[src/rtl/trap_ctrl_if.sv]
// Write-back retirement and fetch-redirect signals shared between the pipeline and trap_ctrl.
// The master side is the pipeline/fetch; the slave side is the trap controller.
interface trap_ctrl_if #(
    parameter int unsigned XLEN = 64
);
    logic            wb_valid_i;
    logic [XLEN-1:0] wb_pc_i;
    logic [31:0]     wb_instr_i;
    logic            fetch_ready_i;
    logic            redirect_valid_o;
    logic [XLEN-1:0] redirect_pc_o;

    modport master (
        output wb_valid_i,
        output wb_pc_i,
        output wb_instr_i,
        output fetch_ready_i,
        input  redirect_valid_o,
        input  redirect_pc_o
    );

    modport slave (
        input  wb_valid_i,
        input  wb_pc_i,
        input  wb_instr_i,
        input  fetch_ready_i,
        output redirect_valid_o,
        output redirect_pc_o
    );
endinterface

[src/rtl/trap_ctrl.sv]
// Trap/return sequencer: latches ecall/ebreak/mret at write-back, pulses the CSR update,
// redirects fetch and drains the pipeline for FLUSH_CYCLES before resuming retirement.
module trap_ctrl #(
    parameter int unsigned XLEN         = 64,
    parameter int unsigned FLUSH_CYCLES = 3
) (
    input  logic            clk,
    input  logic            rst,
    trap_ctrl_if.slave      bus,
    input  logic [XLEN-1:0] mtvec_i,
    input  logic [XLEN-1:0] mepc_i,
    output logic            trap_o,
    output logic [XLEN-1:0] epc_o,
    output logic [XLEN-1:0] cause_o,
    output logic            flush_o,
    output logic            stall_o,
    output logic [31:0]     trap_cnt_o
);

    typedef enum logic [1:0] {StIdle, StTrap, StRedirect, StDrain} state_e;
    typedef enum logic [1:0] {EvNone, EvEcall, EvEbreak, EvMret} event_e;

    localparam logic [31:0] InstrEcall  = 32'h0000_0073;
    localparam logic [31:0] InstrEbreak = 32'h0010_0073;
    localparam logic [31:0] InstrMret   = 32'h3020_0073;
    localparam logic [3:0]  DrainInit   = 4'(FLUSH_CYCLES - 1);

    state_e          state_q, state_d;
    event_e          kind_q, kind_d;
    event_e          ev;
    logic [XLEN-1:0] epc_q, epc_d;
    logic [XLEN-1:0] cause_q, cause_d;
    logic [XLEN-1:0] target_q, target_d;
    logic [3:0]      cnt_q, cnt_d;
    logic [31:0]     trap_cnt_q, trap_cnt_d;
    logic            trap, flush, redirect_valid;

    always_comb begin
        ev = EvNone;
        if (bus.wb_instr_i == InstrEcall) begin
            ev = EvEcall;
        end else if (bus.wb_instr_i == InstrEbreak) begin
            ev = EvEbreak;
        end else if (bus.wb_instr_i == InstrMret) begin
            ev = EvMret;
        end
    end

    always_comb begin
        state_d        = state_q;
        kind_d         = kind_q;
        epc_d          = epc_q;
        cause_d        = cause_q;
        target_d       = target_q;
        cnt_d          = cnt_q;
        trap_cnt_d     = trap_cnt_q;
        trap           = 1'b0;
        flush          = 1'b0;
        redirect_valid = 1'b0;

        unique case (state_q)
            StIdle: begin
                if (bus.wb_valid_i && (ev != EvNone)) begin
                    kind_d  = ev;
                    state_d = StTrap;
                    // mret returns through mepc; the trap record stays untouched
                    if (ev != EvMret) begin
                        epc_d   = bus.wb_pc_i;
                        cause_d = (ev == EvEcall) ? XLEN'(11) : XLEN'(3);
                    end
                end
            end
            StTrap: begin
                flush    = 1'b1;
                trap     = (kind_q != EvMret);
                target_d = (kind_q == EvMret) ? mepc_i : (mtvec_i & ~XLEN'(3));
                state_d  = StRedirect;
                if (trap && (trap_cnt_q != '1)) begin
                    trap_cnt_d = trap_cnt_q + 32'd1;
                end
            end
            StRedirect: begin
                flush          = 1'b1;
                redirect_valid = 1'b1;
                if (bus.fetch_ready_i) begin
                    state_d = StDrain;
                    cnt_d   = DrainInit;
                end
            end
            StDrain: begin
                flush = 1'b1;
                if (cnt_q == 4'd0) begin
                    state_d = StIdle;
                end else begin
                    cnt_d = cnt_q - 4'd1;
                end
            end
            default: state_d = StIdle;
        endcase
    end

    always_ff @(posedge clk) begin
        if (rst) begin
            state_q    <= StIdle;
            kind_q     <= EvNone;
            epc_q      <= '0;
            cause_q    <= '0;
            target_q   <= '0;
            cnt_q      <= '0;
            trap_cnt_q <= '0;
        end else begin
            state_q    <= state_d;
            kind_q     <= kind_d;
            epc_q      <= epc_d;
            cause_q    <= cause_d;
            target_q   <= target_d;
            cnt_q      <= cnt_d;
            trap_cnt_q <= trap_cnt_d;
        end
    end

    assign trap_o               = trap;
    assign flush_o              = flush;
    assign stall_o              = (state_q != StIdle);
    assign epc_o                = epc_q;
    assign cause_o              = cause_q;
    assign trap_cnt_o           = trap_cnt_q;
    assign bus.redirect_valid_o = redirect_valid;
    assign bus.redirect_pc_o    = target_q;

endmodule

[src/flat_wrapper.sv]
// flat-port wrapper written by rule: the top's interface ports become plain ports
module trap_ctrl_flat 
#(
    parameter int unsigned XLEN         = 64,
    parameter int unsigned FLUSH_CYCLES = 3
)
  (clk, rst, mtvec_i, mepc_i, trap_o, epc_o, cause_o, flush_o, stall_o, trap_cnt_o, bus_wb_valid_i, bus_wb_pc_i, bus_wb_instr_i, bus_fetch_ready_i, bus_redirect_valid_o, bus_redirect_pc_o);
  trap_ctrl_if #(.XLEN(XLEN)) bus_i ();
  input  logic clk;
  input  logic rst;
  input  logic [XLEN-1:0] mtvec_i;
  input  logic [XLEN-1:0] mepc_i;
  output logic trap_o;
  output logic [XLEN-1:0] epc_o;
  output logic [XLEN-1:0] cause_o;
  output logic flush_o;
  output logic stall_o;
  output logic [31:0] trap_cnt_o;
  input wire logic [$bits(bus_i.wb_valid_i)-1:0] bus_wb_valid_i;
  input wire logic [$bits(bus_i.wb_pc_i)-1:0] bus_wb_pc_i;
  input wire logic [$bits(bus_i.wb_instr_i)-1:0] bus_wb_instr_i;
  input wire logic [$bits(bus_i.fetch_ready_i)-1:0] bus_fetch_ready_i;
  output wire logic [$bits(bus_i.redirect_valid_o)-1:0] bus_redirect_valid_o;
  output wire logic [$bits(bus_i.redirect_pc_o)-1:0] bus_redirect_pc_o;
  assign bus_i.wb_valid_i = bus_wb_valid_i;
  assign bus_i.wb_pc_i = bus_wb_pc_i;
  assign bus_i.wb_instr_i = bus_wb_instr_i;
  assign bus_i.fetch_ready_i = bus_fetch_ready_i;
  assign bus_redirect_valid_o = bus_i.redirect_valid_o;
  assign bus_redirect_pc_o = bus_i.redirect_pc_o;
  trap_ctrl #(.XLEN(XLEN), .FLUSH_CYCLES(FLUSH_CYCLES)) u_core (.clk(clk), .rst(rst), .bus(bus_i), .mtvec_i(mtvec_i), .mepc_i(mepc_i), .trap_o(trap_o), .epc_o(epc_o), .cause_o(cause_o), .flush_o(flush_o), .stall_o(stall_o), .trap_cnt_o(trap_cnt_o));
endmodule
[config.mk]
export PLATFORM = sky130hd
export DESIGN_NAME = trap_ctrl_flat
export DESIGN_NICKNAME = d
export VERILOG_FILES = /design/src/rtl/trap_ctrl_if.sv /design/src/rtl/trap_ctrl.sv /design/src/flat_wrapper.sv
export SDC_FILE = /design/constraint.sdc
export NUM_CORES = 1
export LEC_CHECK = 0
export ABC_AREA = 1
export BUFFER_PORTS_ARGS = -buffer_cell sky130_fd_sc_hd__buf_2
export CORE_AREA = 8 8 170 172
export DETAILED_ROUTE_END_ITERATION = 8
export DIE_AREA = 0 0 178 180
export GPL_TIMING_DRIVEN = 0
export PLACE_DENSITY = 0.7
export RECOVER_POWER = 25
export SETUP_SLACK_MARGIN = 0.3
export SYNTH_ARGS = -nofsm -noshare
export SYNTH_HDL_FRONTEND = slang
export SYNTH_SLANG_ARGS = --single-unit
[constraint.sdc]
create_clock -name clk -period 2 [get_ports clk]
set_clock_uncertainty 0.1 [all_clocks]
set_input_delay 0.5 -clock clk [delete_from_list [all_inputs] [get_ports clk]]
set_output_delay 0.5 -clock clk [all_outputs]
set_load 0.005 [all_outputs]
==> flow_summary.toml <==
[worst_setup_path]
ff2ff_path_depth = 11
crit_path_required_time_ns = 1.40
setup.worst_path.start_class = "register"
cp.buffers_inverters = 4
cp_slowest_stage_delay_ns = 0.34
r2r-end = "u_core.epc_o[21]"
worst_ep_arrival_time_ns = 1.40
critical_path.endpoint_type = "output port"
cpLargestDelayFamily = "buffers and inverters"
cpMostUsedCell = "sky130_fd_sc_hd__inv_4"
worst-r2r-setup-slack_ns = 0.06
path_max_fanout = 4
reg2reg_from = "u_core.state_q[0]"
cpMaxStageDelayCell = "sky130_fd_sc_hd__dfxtp_2"
worstSetupPathType = "register to output port"
timing.critical_path.cells = "inv_4 > ha_4 > buf_6 > inv_4 > nor2_4 > buf_2"

[sta]
timing.final.hold_violations = 0
layout_worst_path_cycle_share_pct = 99.9
unrepaired_setup_endpoints_after_global_routing = "true"
report.final.setup_viol = 0
worst_slack_ns = 0.00198
timing.max_slew.rel_slack_pct = 47.8
fmaxAchievable_ghz = 0.500
maxSlewViolCount = 0
max_slew.worst_pin.slew_ns = 0.783
final_critical_delay_including_setup_and_external_delays_ns = 2.00
totalNegativeSetupSlack_ns = 0

[synthesis]
seq_area_frac_synth_pct = 38.5
yosys_warnings = 0
syn_avg_cell_area_um2 = 6.99
netlist-cell-type-count = 34
synthCells = 1264
mapped_cell_area_um2 = 8830
ys_ff_latch = 170

[pwr]
comb_power_share_pct = 31.7
report.power.total_mw = 10.8
power_report.internal_total_mw = 7.12
switching_power_mw = 3.72
clockPowerShare_pct = 31.2
power.ir.vdd_worst_mv = 0.502
pwr_density_cell_nw_per_um2 = 754
p_seq_share_pct = 37.1
static-leakage-power_nw = 7.00
power_switching_share_pct = 34.3

[grt]
via_count_of_the_first_global_routing_pass = 10600
grt_pass1_wl_um = 59300
grtUsageTotal_pct = 23.4
antenna_violations_before_repair = 11
grt_start_max_net_pins = 19
global_route.overflow_total = 0

[layout]
layout_commonest_cell = "sky130_fd_sc_hd__buf_2"
n_fill_cell = 2473
final_net_count = 2043
area.growth.synth_to_final_pct = 62.8
layoutNonFillerInstCount = 2168
layout.area.seq_um2 = 3460
multi_input_area_um2 = 5350
mostFrequentLayoutCells = "sky130_fd_sc_hd__buf_2, sky130_fd_sc_hd__nand2_1, sky130_fd_sc_hd__dfxtp_1, sky130_fd_sc_hd__inv_1, sky130_fd_sc_hd__clkbuf_1"
final_area_um2 = 14400
drive_gt1_share_pct = 43.9

[place]
gp_routability_congestion = 0.983
place_hpwl_um = 29400
dp_cells = 2057
io_buffer_count = 392
dpl_worst_slack_ns = -0.327
placed_area_um2 = 11500

[drt]
met1Wirelength_um = 15000
drt-pass1-iter-count = 5
first_iter_violations = 525
post-route-drc-count = 0
wl_per_cell_um = 18.4
routed_wl_met3_um = 3350
detailroute.wirelength.met2_um = 19900
topRoutingLayerUsed = "met5"
routed_via_density = 4.91
totalWireLength_um = 39800
num_vias = 10600
drtAntennaViolNets = 0

[flow_run]
max-cap-violations = 0

[min_path]
hold_path.startpoint = "bus_wb_pc_i[38]"
min_delay_path_depth = 3
hold-path-endpoint = "u_core.epc_o[38]"
min-delay-path-class = "input pin to register"

[floorplanning]
initial_core_util_pct = 33.5
die-height_um = 180
die_area_um2 = 32000
placementRows = 60
die_width_um = 178
i_o_pins = 456
core_area_um2 = 26400

[cts]
clk-insertion-delay-late_ns = 0.43
cts-htree-levels = 4
cts_num_sinks = 170
cts_made_buffers = 17
root_buffer = "sky130_fd_sc_hd__clkbuf_16"
cts.reportedPaths.clkPinSlew_ns = 0.09
cts_max_path_buffers = 2
cts_tree = "built"

[outcome]
status = "completed"
[synthesized netlist by cell type]
| library cell | number | area share (%) |
|---|---|---|
| sky130_fd_sc_hd__a31oi_1 | 1 | 0.071 |
| sky130_fd_sc_hd__or2_2 | 2 | 0.14 |
| sky130_fd_sc_hd__nand3_1 | 82 | 4.6 |
| sky130_fd_sc_hd__nand3_4 | 2 | 0.40 |
| sky130_fd_sc_hd__inv_2 | 5 | 0.21 |
| sky130_fd_sc_hd__and2_1 | 1 | 0.071 |
| sky130_fd_sc_hd__buf_4 | 72 | 6.1 |
| sky130_fd_sc_hd__ha_1 | 7 | 0.99 |
| sky130_fd_sc_hd__nor2_1 | 65 | 2.8 |
| sky130_fd_sc_hd__nor2_4 | 1 | 0.13 |
| sky130_fd_sc_hd__o211ai_1 | 62 | 5.3 |
| sky130_fd_sc_hd__o2111ai_1 | 1 | 0.099 |
| sky130_fd_sc_hd__nor3_2 | 3 | 0.34 |
| sky130_fd_sc_hd__clkbuf_1 | 53 | 2.3 |
| sky130_fd_sc_hd__nand3_2 | 1 | 0.11 |
| sky130_fd_sc_hd__nand4_1 | 74 | 5.2 |
| sky130_fd_sc_hd__a21oi_1 | 97 | 5.5 |
| sky130_fd_sc_hd__inv_1 | 126 | 5.4 |
| sky130_fd_sc_hd__nor2_2 | 1 | 0.071 |
| sky130_fd_sc_hd__nor4_1 | 1 | 0.071 |
| sky130_fd_sc_hd__nand3b_1 | 6 | 0.51 |
| sky130_fd_sc_hd__o21a_1 | 1 | 0.085 |
| sky130_fd_sc_hd__nand2_1 | 353 | 15 |
| sky130_fd_sc_hd__buf_6 | 3 | 0.38 |
| sky130_fd_sc_hd__buf_2 | 9 | 0.51 |
| sky130_fd_sc_hd__nor3_1 | 12 | 0.68 |
| sky130_fd_sc_hd__xor2_1 | 18 | 1.8 |
| sky130_fd_sc_hd__a21oi_2 | 8 | 0.79 |
| sky130_fd_sc_hd__dfxtp_1 | 170 | 39 |
| sky130_fd_sc_hd__buf_1 | 6 | 0.26 |
| sky130_fd_sc_hd__xnor2_1 | 6 | 0.60 |
| sky130_fd_sc_hd__o21ai_0 | 3 | 0.17 |
| sky130_fd_sc_hd__conb_1 | 1 | 0.042 |
| sky130_fd_sc_hd__nand2_2 | 11 | 0.78 |
[through the flow]
step	hold slack [ns]	util, %
after detailed placement	0.349	43.8
final	0.235	54.5
after floorplan	0.339	-
after global placement	0.345	43.8
after global routing	0.219	54.5
after CTS	0.208	52.7
[state kept, by name (all words and copies together), names as in the netlist]
signal and count:
u_core.cnt_q 4, u_core.epc_o 64, u_core.kind_q 2, u_core.cause_o 2, u_core.bus.redirect_pc_o 64, u_core.state_q 2, u_core.trap_cnt_o 32
[kinds of logic after synthesis]
| family | synth area share (%) |
|---|---|
| and+or+nand+nor | 31.0 |
| other | 0.0425 |
| xor gates and xnor gates | 2.38 |
| DFF | 38.5 |
| buffers and inverters | 15.1 |
| AOI/OAI and AO/OA | 12.0 |
| adders and majority gates | 0.992 |
[cell type report]
cell class	count	share of cell area, %
buffer	143	7.87
antenna	6	0.104
inverter	131	3.66
sequential	170	24.1
timing repair buffer	464	19.9
tap	341	2.97
timing repair inverter	1	0.0783
clock buffer	18	3.06
clock inverter	14	1.04
multi-input combinational	880	37.2
[worst max-delay path by stage]
| stage | start | to | slack [ns] | cells after the start |
|---|---|---|---|---|
| 3_3_place_gp | rst | u_core.kind_q[1] | -0.33 | 5 |
| 2_1_floorplan | bus_wb_instr_i[21] | u_core.epc_o[10] | 0.30 | 12 |
| 4_1_cts | u_core.state_q[1] | trap_o | -0.03 | 6 |
| 5_1_grt | u_core.state_q[1] | trap_o | -0.05 | 6 |
| 3_5_place_dp | rst | u_core.kind_q[1] | -0.33 | 5 |
| 6_report | u_core.state_q[1] | trap_o | 0.002 | 6 |
[metal layers]
metal	global-route usage [%]	vias to the layer above
met5	0	-
met4	10.2	6
met3	6.71	97
met2	40.5	482
met1	26.2	4938
li1	-	5123
[tightest hold or removal path: cells and delay by family]
| kind | cells | cell delay (ns) |
|---|---|---|
| buf+inv | 1 | 0.10 |
| compound gates | 1 | 0.05 |
| simple gates | 1 | 0.09 |
[timing repair]
item | CTS | global route
pin swaps | 96 | 33
cloned | 21 | 0
resized for setup | 321 | 142
endpoints found under the setup margin | 172 | 174
setup buffers | 43 | 9
hold buffers | 0 | 0
[power groups by stage]
stage,Clock (mW),Combinational (mW),Sequential [mW]
after global routing,3.56,3.70,4.06
after global placement,0,2.33,4.08
after floorplan,0,1.22,4.08
after CTS,3.42,3.36,4.01
after detailed placement,0,2.36,4.08
final,3.38,3.43,4.02
Note: power is estimated with default switching activity, not from simulation.
